--- config.mk ---
export PLATFORM = sky130hd
export DESIGN_NAME = gate_test_sequencer
export DESIGN_NICKNAME = d
export VERILOG_FILES = /design/src/rtl/gate_seq_pkg.sv /design/src/rtl/gate_test_sequencer_settle_counter.sv /design/src/rtl/gate_test_sequencer.sv
export SDC_FILE = /design/constraint.sdc
export NUM_CORES = 1
export LEC_CHECK = 0
export BUFFER_PORTS_ARGS = -buffer_cell sky130_fd_sc_hd__clkbuf_2
export CAP_MARGIN = 20
export CORE_MARGIN = 2
export CORE_UTILIZATION = 40
export DETAILED_ROUTE_END_ITERATION = 8
export GPL_TIMING_DRIVEN = 0
export PLACE_DENSITY_LB_ADDON = 0.05
export SLEW_MARGIN = 20
export SYNTH_ARGS = -nofsm -noshare
export SYNTH_HDL_FRONTEND = slang
export SYNTH_SLANG_ARGS = --single-unit
--- constraint.sdc ---
create_clock -name clk -period 1.8 [get_ports clk]
set_input_delay 0.09 -clock clk [delete_from_list [all_inputs] [get_ports clk]]
set_output_delay 0.09 -clock clk [all_outputs]
set_load 0.02 [all_outputs]
--- src/rtl/gate_seq_pkg.sv ---
// Shared types and constants for the gate test sequencer: FSM state encoding,
// vector count, common truth tables and the settle-counter width helper.
package gate_seq_pkg;

  typedef enum logic [2:0] {
    IDLE   = 3'd0,
    DRIVE  = 3'd1,
    SETTLE = 3'd2,
    CHECK  = 3'd3,
    FINISH = 3'd4
  } state_t;

  localparam int NUM_VEC = 4;

  // Expected Y indexed by {A,B}.
  localparam logic [NUM_VEC-1:0] TT_AND  = 4'b1000;
  localparam logic [NUM_VEC-1:0] TT_OR   = 4'b1110;
  localparam logic [NUM_VEC-1:0] TT_XOR  = 4'b0110;
  localparam logic [NUM_VEC-1:0] TT_NAND = 4'b0111;

  // Counter must hold SETTLE_CYCLES-1; keep at least one bit so a zero
  // settle time still yields a legal (unused) counter.
  function automatic int cnt_width(input int settle_cycles);
    if (settle_cycles < 1) return 1;
    return $clog2(settle_cycles + 1);
  endfunction

endpackage

--- src/rtl/gate_test_sequencer_settle_counter.sv ---
// Loadable down-counter timing the SETTLE phase; zero marks the last
// settle cycle.
module settle_counter #(
  parameter int W = 1
) (
  input  logic         clk,
  input  logic         rst_n,
  input  logic         load,
  input  logic [W-1:0] load_val,
  input  logic         dec,
  output logic [W-1:0] count,
  output logic         zero
);

  always_ff @(posedge clk or negedge rst_n) begin
    if (!rst_n) begin
      count <= '0;
    end else if (load) begin
      count <= load_val;
    end else if (dec && (count != '0)) begin
      count <= count - W'(1);
    end
  end

  assign zero = (count == '0);

endmodule

--- src/rtl/gate_test_sequencer.sv ---
// Drives {A,B}=00,01,10,11 into a 2-input gate, samples Y after a settle time
// and counts mismatches against TRUTH_TABLE. Optional GATE_SEQ_ERRLOG_EN adds
// first_fail_vec / first_fail_vld.
module gate_test_sequencer
  import gate_seq_pkg::*;
#(
  parameter logic [NUM_VEC-1:0] TRUTH_TABLE   = TT_AND,
  parameter int                 SETTLE_CYCLES = 2,
  parameter int                 ERR_W         = 3
) (
  input  logic             clk,
  input  logic             rst_n,
  input  logic             start,
  input  logic             y_i,
  output logic             a_o,
  output logic             b_o,
  output logic             busy,
  output logic             done,
  output logic             pass,
  output logic [ERR_W-1:0] err_cnt
`ifdef GATE_SEQ_ERRLOG_EN
  ,
  output logic [1:0]       first_fail_vec,
  output logic             first_fail_vld
`endif
);

  // start is a level request taken only in IDLE; done is a one-cycle
  // completion pulse, and err_cnt/pass are stable from done until next start.

  localparam int               CNT_W       = cnt_width(SETTLE_CYCLES);
  localparam logic [CNT_W-1:0] SETTLE_LOAD = (SETTLE_CYCLES > 0) ? CNT_W'(SETTLE_CYCLES - 1) : '0;
  localparam logic [1:0]       LAST_VEC    = 2'(NUM_VEC - 1);
  localparam logic [ERR_W-1:0] ERR_MAX     = '1;

  state_t           state_q, state_d;
  logic [1:0]       vec_q;
  logic [ERR_W-1:0] err_q;
  logic [ERR_W-1:0] err_upd;
  logic             pass_q;
  logic             a_q, b_q;
  logic             run_start;
  logic             mismatch;
  logic             cnt_load;
  logic             cnt_dec;
  logic             cnt_zero;
  logic [CNT_W-1:0] cnt_value;

  settle_counter #(
    .W (CNT_W)
  ) u_settle (
    .clk      (clk),
    .rst_n    (rst_n),
    .load     (cnt_load),
    .load_val (SETTLE_LOAD),
    .dec      (cnt_dec),
    .count    (cnt_value),
    .zero     (cnt_zero)
  );

  // State register
  always_ff @(posedge clk or negedge rst_n) begin
    if (!rst_n) begin
      state_q <= IDLE;
    end else begin
      state_q <= state_d;
    end
  end

  // Next-state logic
  always_comb begin
    state_d = state_q;
    case (state_q)
      IDLE:    if (start) state_d = DRIVE;
      DRIVE:   state_d = (SETTLE_CYCLES > 0) ? SETTLE : CHECK;
      SETTLE:  if (cnt_zero) state_d = CHECK;
      CHECK:   state_d = (vec_q == LAST_VEC) ? FINISH : DRIVE;
      FINISH:  state_d = IDLE;
      default: state_d = IDLE;
    endcase
  end

  // FSM outputs
  always_comb begin
    busy     = 1'b0;
    done     = 1'b0;
    cnt_load = 1'b0;
    cnt_dec  = 1'b0;
    case (state_q)
      DRIVE: begin
        busy     = 1'b1;
        cnt_load = 1'b1;
      end
      SETTLE: begin
        busy    = 1'b1;
        cnt_dec = 1'b1;
      end
      CHECK:   busy = 1'b1;
      FINISH:  done = 1'b1;
      default: ;
    endcase
  end

  assign run_start = (state_q == IDLE) && start;
  assign mismatch  = (state_q == CHECK) && (y_i != TRUTH_TABLE[vec_q]);
  assign err_upd   = (mismatch && (err_q != ERR_MAX)) ? err_q + ERR_W'(1) : err_q;

  // The gate inputs advance on the CHECK edge so the next DRIVE cycle
  // already presents the new vector; after the last CHECK they keep 11.
  always_ff @(posedge clk or negedge rst_n) begin
    if (!rst_n) begin
      vec_q  <= '0;
      err_q  <= '0;
      pass_q <= 1'b0;
      a_q    <= 1'b0;
      b_q    <= 1'b0;
    end else if (run_start) begin
      vec_q  <= '0;
      err_q  <= '0;
      pass_q <= 1'b0;
      a_q    <= 1'b0;
      b_q    <= 1'b0;
    end else if (state_q == CHECK) begin
      err_q <= err_upd;
      if (vec_q != LAST_VEC) begin
        vec_q      <= vec_q + 2'd1;
        {a_q, b_q} <= vec_q + 2'd1;
      end else begin
        pass_q <= (err_upd == '0);
      end
    end
  end

`ifdef GATE_SEQ_ERRLOG_EN
  logic [1:0] ff_vec_q;
  logic       ff_vld_q;

  always_ff @(posedge clk or negedge rst_n) begin
    if (!rst_n) begin
      ff_vec_q <= '0;
      ff_vld_q <= 1'b0;
    end else if (run_start) begin
      ff_vec_q <= '0;
      ff_vld_q <= 1'b0;
    end else if (mismatch && !ff_vld_q) begin
      ff_vec_q <= vec_q;
      ff_vld_q <= 1'b1;
    end
  end

  assign first_fail_vec = ff_vec_q;
  assign first_fail_vld = ff_vld_q;
`endif

  assign a_o     = a_q;
  assign b_o     = b_q;
  assign pass    = pass_q;
  assign err_cnt = err_q;

endmodule

# Yosys cells after proc, flatten, opt, wreduce, memory -nomap -nowiden
# Cells that the tools add are included.
# classes
reduce_logical	15
muxes	27
order_cmp	1
eq_ne	11
add_sub_neg	3
# op_table
op	count
two-way mux 3 bit	6
two-way mux 1 bit	14
case mux 3 bit (4 select lines)	1
two-way mux 2 bit	5
inequality test 2 bit (second input constant)	4
nonzero test 2 bit	4
equality test 3 x 2 -> 1 bit (second input constant)	2
logical NOT 3 bit	2
AND reduction 2 bit	3
logical AND 1 bit	4
adder 3 x 1 -> 3 bit (second input constant)	1
equality test 3 x 1 -> 1 bit (second input constant)	1
equality test 3 bit (second input constant)	1
< comparator 2 x 3 -> 1 bit (second input constant)	1
inequality test 3 bit (second input constant)	1
OR reduction 3 bit	1
adder 2 x 1 -> 2 bit (second input constant)	1
binary-select mux 1 bit (select 2 bit)	1
equality test 2 bit (second input constant)	1
logical NOT 2 bit	1
subtractor 2 x 1 -> 2 bit (second input constant)	1
inequality test 1 bit	1
# totals
regBits	13
in_bits	4
out_inout_bits	8

# Depth between registers and ports, before layout
# Gate-level depths: netlist (run 1).
# depth
ltp_word	10
depth_mapped	6
mapped_depth_nobuf	6

# Modules after synthesis
# From an unflattened synthesis (run 1), not the netlist that was laid out.
# hier_totals
hier_cells	63
area_unflattened_um2	618.1
# modules_own_cells
module	seq_area_each_um2	instances	cells_each	area_per_inst_um2
gate_test_sequencer	225.2	1	50	485.5
settle_counter	50.0	1	13	132.6

# Worst setup path after synthesis (run 1)
# Ideal clock, no wire load.
# synth_timing
path_type	reg-to-reg
start	reg err_q[0] (netlist: err_cnt[0])
end	reg pass_q (netlist: pass)
n_path_buf	1
arrival_time_ns	1.707
setup_slack_ns	-0.042
stages_incl_launch_ff	7
required_time_ns	1.665
setup_ns	0.135
path_cell_list	dfrtp_1 > ha_1 > ha_1 > or4_4 > buf_6 > mux2i_1 > a21oi_1
# synth_via
elab_chain_cells	7
elab_cells_between_ends	8
# synth_rtl
item	line_no	rtl
start: declaration	gate_test_sequencer.sv:38	logic [ERR_W-1:0] err_q;
start signal: assignment	gate_test_sequencer.sv:124	err_q <= err_upd;
branches (longest 2 deep; another with adder 3 x 1 -> 3 bit)	-	
two-way mux 3 bit (*)	gate_test_sequencer.sv:106	assign err_upd = (mismatch && (err_q != ERR_MAX)) ? err_q + ERR_W'(1) : err_q;
logical NOT 3 bit (*)	gate_test_sequencer.sv:129	pass_q <= (err_upd == '0);
two-way mux 1 bit (*)	gate_test_sequencer.sv:125	if (vec_q != LAST_VEC) begin
two-way mux 1 bit (*)	gate_test_sequencer.sv:123	end else if (state_q == CHECK) begin
two-way mux 1 bit (*)	gate_test_sequencer.sv:117	end else if (run_start) begin
end signal: assignment	gate_test_sequencer.sv:129	
end: declaration	gate_test_sequencer.sv:40	logic pass_q;
# Mark *: on every way between the ends. The select of a mux whose other input is x is not followed.
# A chain may end at the register's enable or synchronous reset.

# Worst setup path after layout (run 1)
# layout_timing
start	reg err_q[1] (netlist: err_cnt[1])
end	reg pass_q (netlist: pass)
# Same word-level chain as after synthesis.

==> impl_metrics.json, run 1 <==
{
  "initial_core_util_pct": 42.6,
  "cts.path.max_buffers": 2,
  "tightest_slew_ns": 0.397,
  "finalSetupTns_ns": 0,
  "row_count": 14,
  "clk-insertion-delay-late_ns": 0.27,
  "hold_class": "in -> reg",
  "via_count": 488,
  "fillers": 139,
  "critPathCaptureType": "register",
  "rsz0062_at_grt": "false",
  "p_per_area_mw_per_mm2": 1710,
  "synth_top_area_share_pct": 42.9,
  "clock_skew_ns": 0.000880,
  "n_antenna_cell": 0,
  "fmax_ghz": 0.585,
  "placedCellCount": 90,
  "syn_area_per_cell_sq_um": 10.2,
  "yosysTopAreaCell": "dfrtp_1",
  "slew_violations": 0,
  "grt_pass1_vias": 456,
  "setup_viol": 0,
  "slew_headroom_pct": 73.2,
  "critPathMaxFanout": 7,
  "dr.pass1.iters": 4,
  "cap_violations": 0,
  "die-area_sq_mm": 0.00194,
  "cp_data_arrival_time_ns": 1.86,
  "syn_area_sq_um": 642,
  "finalHoldViolCount": 0,
  "wl_per_cell_um": 12.0,
  "syn_inst": 63,
  "vias_per_cell": 5.14,
  "setup.worst_path.start_class": "register",
  "multi_input_area_sq_um": 302,
  "finalCritPeriodShare_pct": 95.0,
  "ctsResizeCount": 0,
  "synth_area_leaders": "dfrtp_1 43%, ha_1 7.8%, buf_6 7.0%",
  "grt_max_degree": 12,
  "io_pins": 12,
  "crit_required_ns": 1.95,
  "globalplace.congestion": 0.725,
  "yosysWarnings": 0,
  "cts.htree.levels": 1,
  "max-vdd-ir-drop_mv": 0.791,
  "instances_no_fill": 95,
  "synth_nets": 71,
  "drc_errors": 0,
  "crit_type": "reg -> reg",
  "cts_sinks": 11,
  "io_buffers": 11,
  "clk_pin_slew_worst_paths_ns": 0.07,
  "yosysSeqAreaShare_pct": 42.9,
  "area_delta_synth_final_pct": 17.5,
  "grt.overflow.total": 0,
  "cts_tree": "yes",
  "dieHeight_um": 44.1,
  "routed_wirelength_um": 1140,
  "antenna_found_initial": 0,
  "grt_pass1_wl_um": 1980,
  "final_nets": 88,
  "core_sq_mm": 0.00151,
  "dp_hpwl_um": 851,
  "synth.distinct_cells": 24,
  "synth_seq_cells": 11,
  "drtAntennaViolNets": 0,
  "root_buffer": "clkbuf_4",
  "finalCriticalPeriod_ns": 1.71,
  "p_leak_nw": 0.384,
  "first_iter_violations": 10,
  "outcome": "finished clean",
  "drive_gt1_share_pct": 31.6,
  "regArea_sq_um": 278,
  "grtUsageTotal_pct": 14.3,
  "die_x_um": 44.1,
  "cts_made_buffers": 3
}
[flip-flops by register name, summed over array words and instances, names as in the netlist]
name and cells:
a_o 1, vec_q 1, err_cnt 3, state_q 3
u_settle.count 2, pass 1
[per-stage QoR]
stage	power, mW	hold WS, ns	cell area [sq um]	worst slack, ns	utilization [%]
detailed placement	1.13	-0.0151	722	0.00180	47.9
floorplan	0.971	-0.206	647	0.0165	-
CTS	1.32	0.224	766	0.00719	50.8
global placement	1.12	-0.0189	722	0.000940	47.9
global route	1.41	0.249	754	0.0228	50.1
finish	1.29	0.216	754	0.0896	50.1
[path summary, 6_finish.rpt]
path                                endpoint  slack, ns        from  cells past startpoint
max                                     pass       0.09  err_cnt[1]                      5
min in group asynchronous  u_settle.count[1]       0.23       rst_n                      2
min                                      a_o       0.22       start                      3
min reg2reg                              a_o       0.57         a_o                      2
max in group asynchronous         err_cnt[0]       1.34       rst_n                      2
max reg2reg                             pass       0.09  err_cnt[1]                      5
[where the power goes]
part           internal (mW)  switching [mW]  total, mW
clock network         0.0857          0.0864      0.172
registers              0.343          0.0583      0.401
logic                  0.326           0.392      0.718
total                  0.755           0.537       1.29
[routing by layer]
layer | GRT usage (%) | share of wire (%) | routed length (um)
met4 | 7.27 | 2.2 | 25
met3 | 4.08 | 3.5 | 40
met1 | 19.1 | 53 | 606
met5 | 0 | 0 | 0
met2 | 21.2 | 41 | 466
[cell families after synthesis]
family,count (synthesis),share of synthesized area (%)
buffers and inverters,10,10.5
multiplexers,4,6.43
adder cells (fa/ha/maj),4,7.80
AO/OA/AOI/OAI,10,9.75
AND/OR/NAND/NOR,21,18.5
XOR/XNOR,3,4.09
flip-flops,11,42.9
[cell usage after synthesis]
master     count
and3_1         1
mux2i_1        3
nand2_1        1
mux2_2         1
ha_1           4
nor3b_1        1
xnor2_1        3
nor2_1         7
dfrtp_1       11
inv_1          6
nor3_1         3
o22a_2         1
a2bb2oi_1      1
o21ai_0        3
nand3b_1       1
a21oi_1        2
buf_6          4
o21ai_1        2
nand3_1        3
and2_1         1
nor4b_1        1
or4_4          1
a22o_1         1
nand2_4        1
[placed cells by master, fill, tap and decap left out, types with 2 or more instances in the layout]
| cell | count |
|---|---|
| a21oi_1 | 2 |
| buf_6 | 3 |
| clkbuf_2 | 11 |
| clkbuf_4 | 3 |
| dfrtp_1 | 9 |
| dfrtp_2 | 2 |
| ha_1 | 3 |
| inv_1 | 6 |
| mux2i_1 | 3 |
| nand3_1 | 3 |
| nor2_1 | 7 |
| nor3_1 | 3 |
| o21ai_0 | 3 |
| o21ai_1 | 2 |
| xnor2_1 | 3 |
[worst max-delay path, stage by stage (launching register included)]
cell and delay [ns]:
dfrtp_2 0.43, ha_2 0.17, ha_1 0.18, or4_4 0.56
mux2i_1 0.17, a21oi_1 0.08
[repair_timing]
item | CTS | global route
hold endpoints to repair | 11 | 0
buffers inserted | 1 | 0
pin swaps | 0 | 1
hold buffers | 1 | 0
endpoints found under the setup margin | 1 | 1
[final cells by class]
cell class              instances  share of cell area (%)
flip-flops and latches         11                    36.8
repair buffers                 13                    9.62
inverters                       6                    2.99
well taps                      16                    2.65
clock buffers                   4                    3.48
multi-input cells              42                    40.0
plain buffers                   3                    4.48
(Power assumes the default switching activity.)
==> run 2: changes to the inputs <==
--- a/config.mk
+++ b/config.mk
@@ -10,7 +10,7 @@
 export CORE_MARGIN = 2
 export CORE_UTILIZATION = 40
 export DETAILED_ROUTE_END_ITERATION = 8
-export GPL_TIMING_DRIVEN = 0
+export GPL_ROUTABILITY_DRIVEN = 0
 export PLACE_DENSITY_LB_ADDON = 0.05
 export SLEW_MARGIN = 20
 export SYNTH_ARGS = -nofsm -noshare
==> constraint.sdc (replaced) <==
create_clock -name clk -period 1.5 [get_ports clk]
set_input_delay 0.075 -clock clk [delete_from_list [all_inputs] [get_ports clk]]
set_output_delay 0.075 -clock clk [all_outputs]
set_load 0.02 [all_outputs]
==> run 2 against run 1 <==
  * Cell count up 7.4%
  * Clock skew up 0.0012 ns
  * Setup slack worse by 0.22 ns
  * Register-to-register slack worse by 0.22 ns
  * Clock-buffer cell count unchanged
  * Sequential power up 24%
  * The run now ends with negative setup slack left
  * Via count up 4.5%
  * Power up 27%
  * Utilization up 4.8 points
  * Design area up 9.6%
  * First-iteration DRC count down 40%
  * Critical path type unchanged
==> impl_metrics.json, run 2 (synthesis gave the netlist of run 1 again) <==
{
  "outcome": "complete, but fails checks",
  "violations": "negative setup slack",
  "p_int_mw": 0.972,
  "die-area_sq_mm": 0.00194,
  "via_count": 510,
  "die_x_um": 44.1,
  "cts_sinks": 11,
  "slew_violations": 0,
  "critical_path.most_common_cell": "ha_4",
  "rr_endpoint": "pass",
  "fmax_ghz": 0.615,
  "cts.htree.levels": 1,
  "hold_class": "in -> reg",
  "area_delta_synth_final_pct": 28.8,
  "r2r_setup_slack_ns": -0.13,
  "root_buffer": "clkbuf_4",
  "total_power_mw": 1.64,
  "setup_viol": 4,
  "io_pins": 12,
  "power_frac_seq_pct": 30.2,
  "critPathCaptureType": "register",
  "fillers": 146,
  "dpl_cell_area_sq_um": 782,
  "final_core_util_pct": 54.9,
  "r2r_start": "err_cnt[0]",
  "rsz0062_at_grt": "true",
  "grt_pass1_wl_um": 2200,
  "regArea_sq_um": 278,
  "cp_data_arrival_time_ns": 1.77,
  "final_cell_mix": "11 x clkbuf_2, 11 x buf_4, 9 x dfrtp_1",
  "slew_headroom_pct": 72.5,
  "path_cells": "ha_4, ha_4, or4_4, mux2i_1, a21oi_1",
  "antenna_found_initial": 0,
  "grtUsageTotal_pct": 16.4,
  "final_cell_area_sq_um": 827,
  "p_per_area_mw_per_mm2": 1990,
  "finalCriticalPeriod_ns": 1.63,
  "grt.overflow.total": 0,
  "finalHoldViolCount": 0,
  "p_comb_share_pct": 57.7,
  "tightest_slew_ns": 0.406,
  "crit_family": "simple AND/OR/NAND/NOR gates",
  "core_sq_mm": 0.00151,
  "cts_made_buffers": 3,
  "cts.path.max_buffers": 2,
  "finalCritPeriodShare_pct": 108,
  "final_nets": 95,
  "cap_violations": 0,
  "drtAntennaViolNets": 0,
  "clk-insertion-delay-late_ns": 0.27,
  "crit_type": "reg -> reg",
  "clk_pin_slew_worst_paths_ns": 0.07,
  "holdPathStages": 3,
  "drive_gt1_share_pct": 40.7,
  "cpMaxStageDelayCell": "or4_4",
  "clock_skew_ns": 0.00209,
  "first_iter_violations": 6,
  "finalSetupTns_ns": -0.407,
  "dieHeight_um": 44.1,
  "multi_input_area_sq_um": 333,
  "holdCritStartpoint": "start",
  "dp_hpwl_um": 930,
  "max-vdd-ir-drop_mv": 0.830,
  "wl_per_cell_um": 12.3,
  "p_sw_mw": 0.671,
  "p_leak_nw": 0.420,
  "drc_errors": 0,
  "initial_core_util_pct": 42.6,
  "switching_share_pct": 40.8,
  "min_delay_worst_endpoint": "vec_q[0]",
  "cts_tree": "yes",
  "dr.pass1.iters": 2,
  "n_antenna_cell": 0,
  "io_buffers": 11,
  "path_buf_inv": 0,
  "cp_slowest_stage_delay_ns": 0.52,
  "clock_power_share_pct": 12.1,
  "row_count": 14,
  "vias_per_cell": 5.00,
  "timing.final.ws_setup_ns": -0.126,
  "grt_max_degree": 12,
  "worst_r2r_path_depth": 5,
  "grt_pass1_vias": 494,
  "setup.worst_path.start_class": "register",
  "critPathMaxFanout": 6,
  "routed_wirelength_um": 1260,
  "crit_required_ns": 1.64
}
-- run 2: layout make-up --
cell class | count | area share (%)
repair buffers | 23 | 17.9
multi-input cells | 42 | 40.2
clock buffers | 4 | 3.18
well taps | 16 | 2.42
flip-flops and latches | 11 | 33.6
inverters | 6 | 2.72
-- run 2: stage by stage --
step                hold slack, ns  instances  worst slack, ns
floorplan                   -0.221         63           -0.215
global placement           -0.0307         97           -0.128
detailed placement         -0.0261         97           -0.122
CTS                          0.195        102           -0.134
global route                 0.209        102           -0.211
finish                       0.204        102           -0.126
-- run 2: worst reg2reg max path, delay by kind of cell (launching register included) --
kind                     cells  cell delay [ns]
AO/OA/AOI/OAI                1             0.08
AND/OR/NAND/NOR              1             0.52
adder cells (fa/ha/maj)      2             0.31
flip-flops                   1             0.43
multiplexers                 1             0.17
-- run 2: worst max path at each step --
| stage | startpoint | endpoint | slack, ns | cells after the start |
|---|---|---|---|---|
| 2_1_floorplan | err_cnt[0] | pass | -0.21 | 6 |
| 3_3_place_gp | err_cnt[0] | pass | -0.13 | 5 |
| 3_5_place_dp | err_cnt[0] | pass | -0.12 | 5 |
| 4_1_cts | err_cnt[0] | pass | -0.13 | 5 |
| 5_1_grt | err_cnt[0] | pass | -0.21 | 5 |
| 6_report | err_cnt[0] | pass | -0.13 | 5 |
-- run 2: repair_timing --
item	in CTS	in global routing
hold endpoints to repair	11	0
setup endpoints to repair	4	5
gates resized for setup	1	1
setup buffers	0	0
hold buffers	1	0
-- run 2: power by group through the flow --
stage | clock, mW | combinational, mW | sequential [mW]
CTS | 0.211 | 0.951 | 0.499
finish | 0.199 | 0.947 | 0.496
global route | 0.234 | 1.08 | 0.508
floorplan | 0 | 0.617 | 0.568
detailed placement | 0 | 0.937 | 0.503
global placement | 0 | 0.930 | 0.502
-- run 2: routing by layer --
layer | vias up | global-route usage (%) | wire [um]
li1 | 261 | - | -
met1 | 237 | 19.6 | 607
met2 | 8 | 25.6 | 581
met3 | 4 | 7.35 | 47
met4 | 0 | 7.27 | 21
met5 | - | 0 | 0
==> run 3: changes to the inputs <==
--- a/config.mk
+++ b/config.mk
@@ -5,12 +5,13 @@
 export SDC_FILE = /design/constraint.sdc
 export NUM_CORES = 1
 export LEC_CHECK = 0
+export ABC_AREA = 1
 export BUFFER_PORTS_ARGS = -buffer_cell sky130_fd_sc_hd__clkbuf_2
 export CAP_MARGIN = 20
 export CORE_MARGIN = 2
 export CORE_UTILIZATION = 40
 export DETAILED_ROUTE_END_ITERATION = 8
-export GPL_ROUTABILITY_DRIVEN = 0
+export GPL_ROUTABILITY_DRIVEN = 1
 export PLACE_DENSITY_LB_ADDON = 0.05
 export SLEW_MARGIN = 20
 export SYNTH_ARGS = -nofsm -noshare
==> run 3 against run 2 <==
  * The flow now finishes without violations
  * Cell count up 6.9%
  * Routed wire length down 5.1%
  * Register-to-register slack better by 0.23 ns
  * First-iteration DRC count shrank 33%
  * Sequential power grew 3%
  * Design area fell by 4.8%
  * Via count rose by 5.1%
  * Flip-flop and latch count did not move
  * Combinational power is 21% lower
  * Synthesized cell count is 19% higher
  * Utilization is 0.77 points lower
  * Sequential share of layout area grew 1.4 points
  * Critical endpoint unchanged
  * Largest cell class unchanged
==> impl_metrics.json, run 3 <==
{
  "multi_input_area_sq_um": 335,
  "cts_tree": "yes",
  "path_cells": "ha_4, or2_4, nand3_2, nand2_1, nand2_1, nor2_1, nand2_1, nand2_1",
  "r2r_start": "vec_q[0]",
  "dieHeight_um": 42.8,
  "drive_gt1_share_pct": 34.4,
  "antenna_found_initial": 0,
  "cp_slowest_stage_delay_ns": 0.43,
  "synth-edff-count": 0,
  "wl_per_cell_um": 11.0,
  "timing.final.ws_setup_ns": 0.105,
  "whs_ns": 0.137,
  "synthFlopType": "dfrtp_1",
  "die-area_sq_mm": 0.00183,
  "syn_inst": 75,
  "slew_violations": 0,
  "cts.htree.levels": 1,
  "outcome": "finished clean",
  "placedCellCount": 104,
  "synth_area_leaders": "dfrtp_1 46%, nand2_1 10%, ha_1 8.3%",
  "vias_per_cell": 4.92,
  "yosysTopAreaCell": "dfrtp_1",
  "final_core_util_pct": 54.1,
  "ys_async_sr_fraction_pct": 100,
  "setup_viol": 0,
  "grtUsageTotal_pct": 15.3,
  "clk-insertion-delay-late_ns": 0.28,
  "clock_power_share_pct": 14.3,
  "final_cell_mix": "15 x nand2_1, 12 x inv_1, 11 x dfrtp_1, 11 x clkbuf_2, 7 x nor2_1",
  "clock_skew_ns": 0.00634,
  "core_sq_mm": 0.00145,
  "worstSetupStartpoint": "vec_q[0]",
  "syn_area_per_cell_sq_um": 8.04,
  "synth_common_cells": "16 x nand2_1, 13 x inv_1, 11 x dfrtp_1, 7 x a21oi_1, 7 x nor2_1",
  "io_buffers": 11,
  "endpoint": "pass",
  "clk_pin_slew_worst_paths_ns": 0.08,
  "grt.overflow.total": 0,
  "cpMaxStageDelayCell": "dfrtp_1",
  "finalCriticalPeriod_ns": 1.40,
  "fillers": 147,
  "finalHoldViolCount": 0,
  "syn_area_sq_um": 603,
  "dpl_cell_area_sq_um": 693,
  "drc_errors": 0,
  "cap_violations": 0,
  "p_per_area_mw_per_mm2": 1860,
  "fmax_ghz": 0.717,
  "setup.worst_path.start_class": "register",
  "synth.most_common_cell": "nand2_1",
  "hold_class": "in -> reg",
  "p_comb_share_pct": 50.7,
  "p_int_mw": 0.798,
  "cts.path.max_buffers": 2,
  "final_nets": 102,
  "initial_core_util_pct": 41.5,
  "synth_top_area_share_pct": 45.6,
  "synth_nets": 83,
  "final_cell_area_sq_um": 787,
  "grt_max_degree": 12,
  "power_frac_seq_pct": 35.0,
  "die_x_um": 42.8,
  "drtAntennaViolNets": 0,
  "globalplace.congestion": 0.763,
  "via_count": 536,
  "synth_seq_cells": 11,
  "synth.distinct_cells": 16,
  "crit_required_ns": 1.66,
  "regArea_sq_um": 275,
  "first_iter_violations": 4,
  "max-vdd-ir-drop_mv": 0.862,
  "rr_endpoint": "pass",
  "total_power_mw": 1.47,
  "critPathMaxFanout": 4,
  "instances_no_fill": 109,
  "worst_r2r_path_depth": 8,
  "dr.pass1.iters": 2,
  "cp_data_arrival_time_ns": 1.56,
  "tightest_slew_ns": 0.289,
  "final_common_cell": "nand2_1",
  "critical_path.most_common_cell": "nand2_1",
  "dp_hpwl_um": 899,
  "n_antenna_cell": 0,
  "root_buffer": "clkbuf_4",
  "finalSetupTns_ns": 0,
  "io_pins": 12,
  "r2r_setup_slack_ns": 0.10,
  "grt_pass1_vias": 484,
  "p_leak_nw": 0.407,
  "critPathCaptureType": "register",
  "switching_share_pct": 45.6,
  "routed_wirelength_um": 1190,
  "cts_made_buffers": 3,
  "finalCritPeriodShare_pct": 93.0,
  "area_delta_synth_final_pct": 30.5,
  "slew_headroom_pct": 80.7,
  "dp_slack_ns": 0.0185,
  "rsz0062_at_grt": "true",
  "row_count": 14,
  "yosysWarnings": 0,
  "cts_sinks": 11,
  "grt_pass1_wl_um": 2030,
  "p_sw_mw": 0.670,
  "crit_type": "reg -> reg",
  "yosysSeqAreaShare_pct": 45.6
}
## run 3: cell type report
class,instances,share of cell area (%)
multi-input cells,51,42.6
flip-flops and latches,11,35.0
repair buffers,14,10.2
inverters,13,6.20
clock buffers,3,2.86
well taps,16,2.54
clock inverters,1,0.636
## run 3: worst min path at each step
stage | startpoint | cells after the start | to | slack, ns
final | start | 3 | state_q[0] | 0.14
after floorplan | rst_n | 0 | a_o | -0.22
after global routing | start | 3 | state_q[0] | 0.15
after detailed placement | rst_n | 1 | u_settle.count[0] | -0.03
after global placement | rst_n | 1 | state_q[1] | -0.03
after CTS | start | 3 | state_q[0] | 0.13
## run 3: power by group through the flow
stage          Combinational [mW]  Clock (mW)  Sequential (mW)
2_1_floorplan               0.418           0            0.572
3_3_place_gp                0.687           0            0.509
3_5_place_dp                0.694           0            0.507
4_1_cts                     0.705       0.219            0.503
5_1_grt                     0.849       0.232            0.533
6_report                    0.744       0.210            0.513
## run 3: cell families (layout without fill, tap and decap cells)
group | Yosys count | after routing | share of synthesized area (%)
AO/OA/AOI/OAI | 12 | 12 | 11.2
AND/OR/NAND/NOR | 35 | 35 | 26.8
flip-flops | 11 | 11 | 45.6
adder cells (fa/ha/maj) | 4 | 4 | 8.30
buffers and inverters | 13 | 31 | 8.09
## run 3: timing repair
action | 4_1_cts | 5_1_grt
endpoints found under the setup margin | 1 | 2
resized for setup | 1 | 12
pin swaps | 1 | 7
cloned | 0 | 0
endpoints found under the hold margin | 11 | 0
buffers inserted | 0 | 0
hold buffers | 1 | 0
## run 3: per-layer routing
layer / vias to the layer above / routed length, um / global-route usage (%)
met1: 247 / 582 / 19.4
met4: 0 / 33 / 9.38
li1: 276 / - / -
met2: 8 / 530 / 22.1
met3: 5 / 48 / 5.11
met5: - / 0 / 0
## run 3: worst max-delay path: cells and delay by family (launching register included)
kind	cells	cell delay (ns)
flip-flops	1	0.43
AND/OR/NAND/NOR	7	0.65
adder cells (fa/ha/maj)	1	0.20
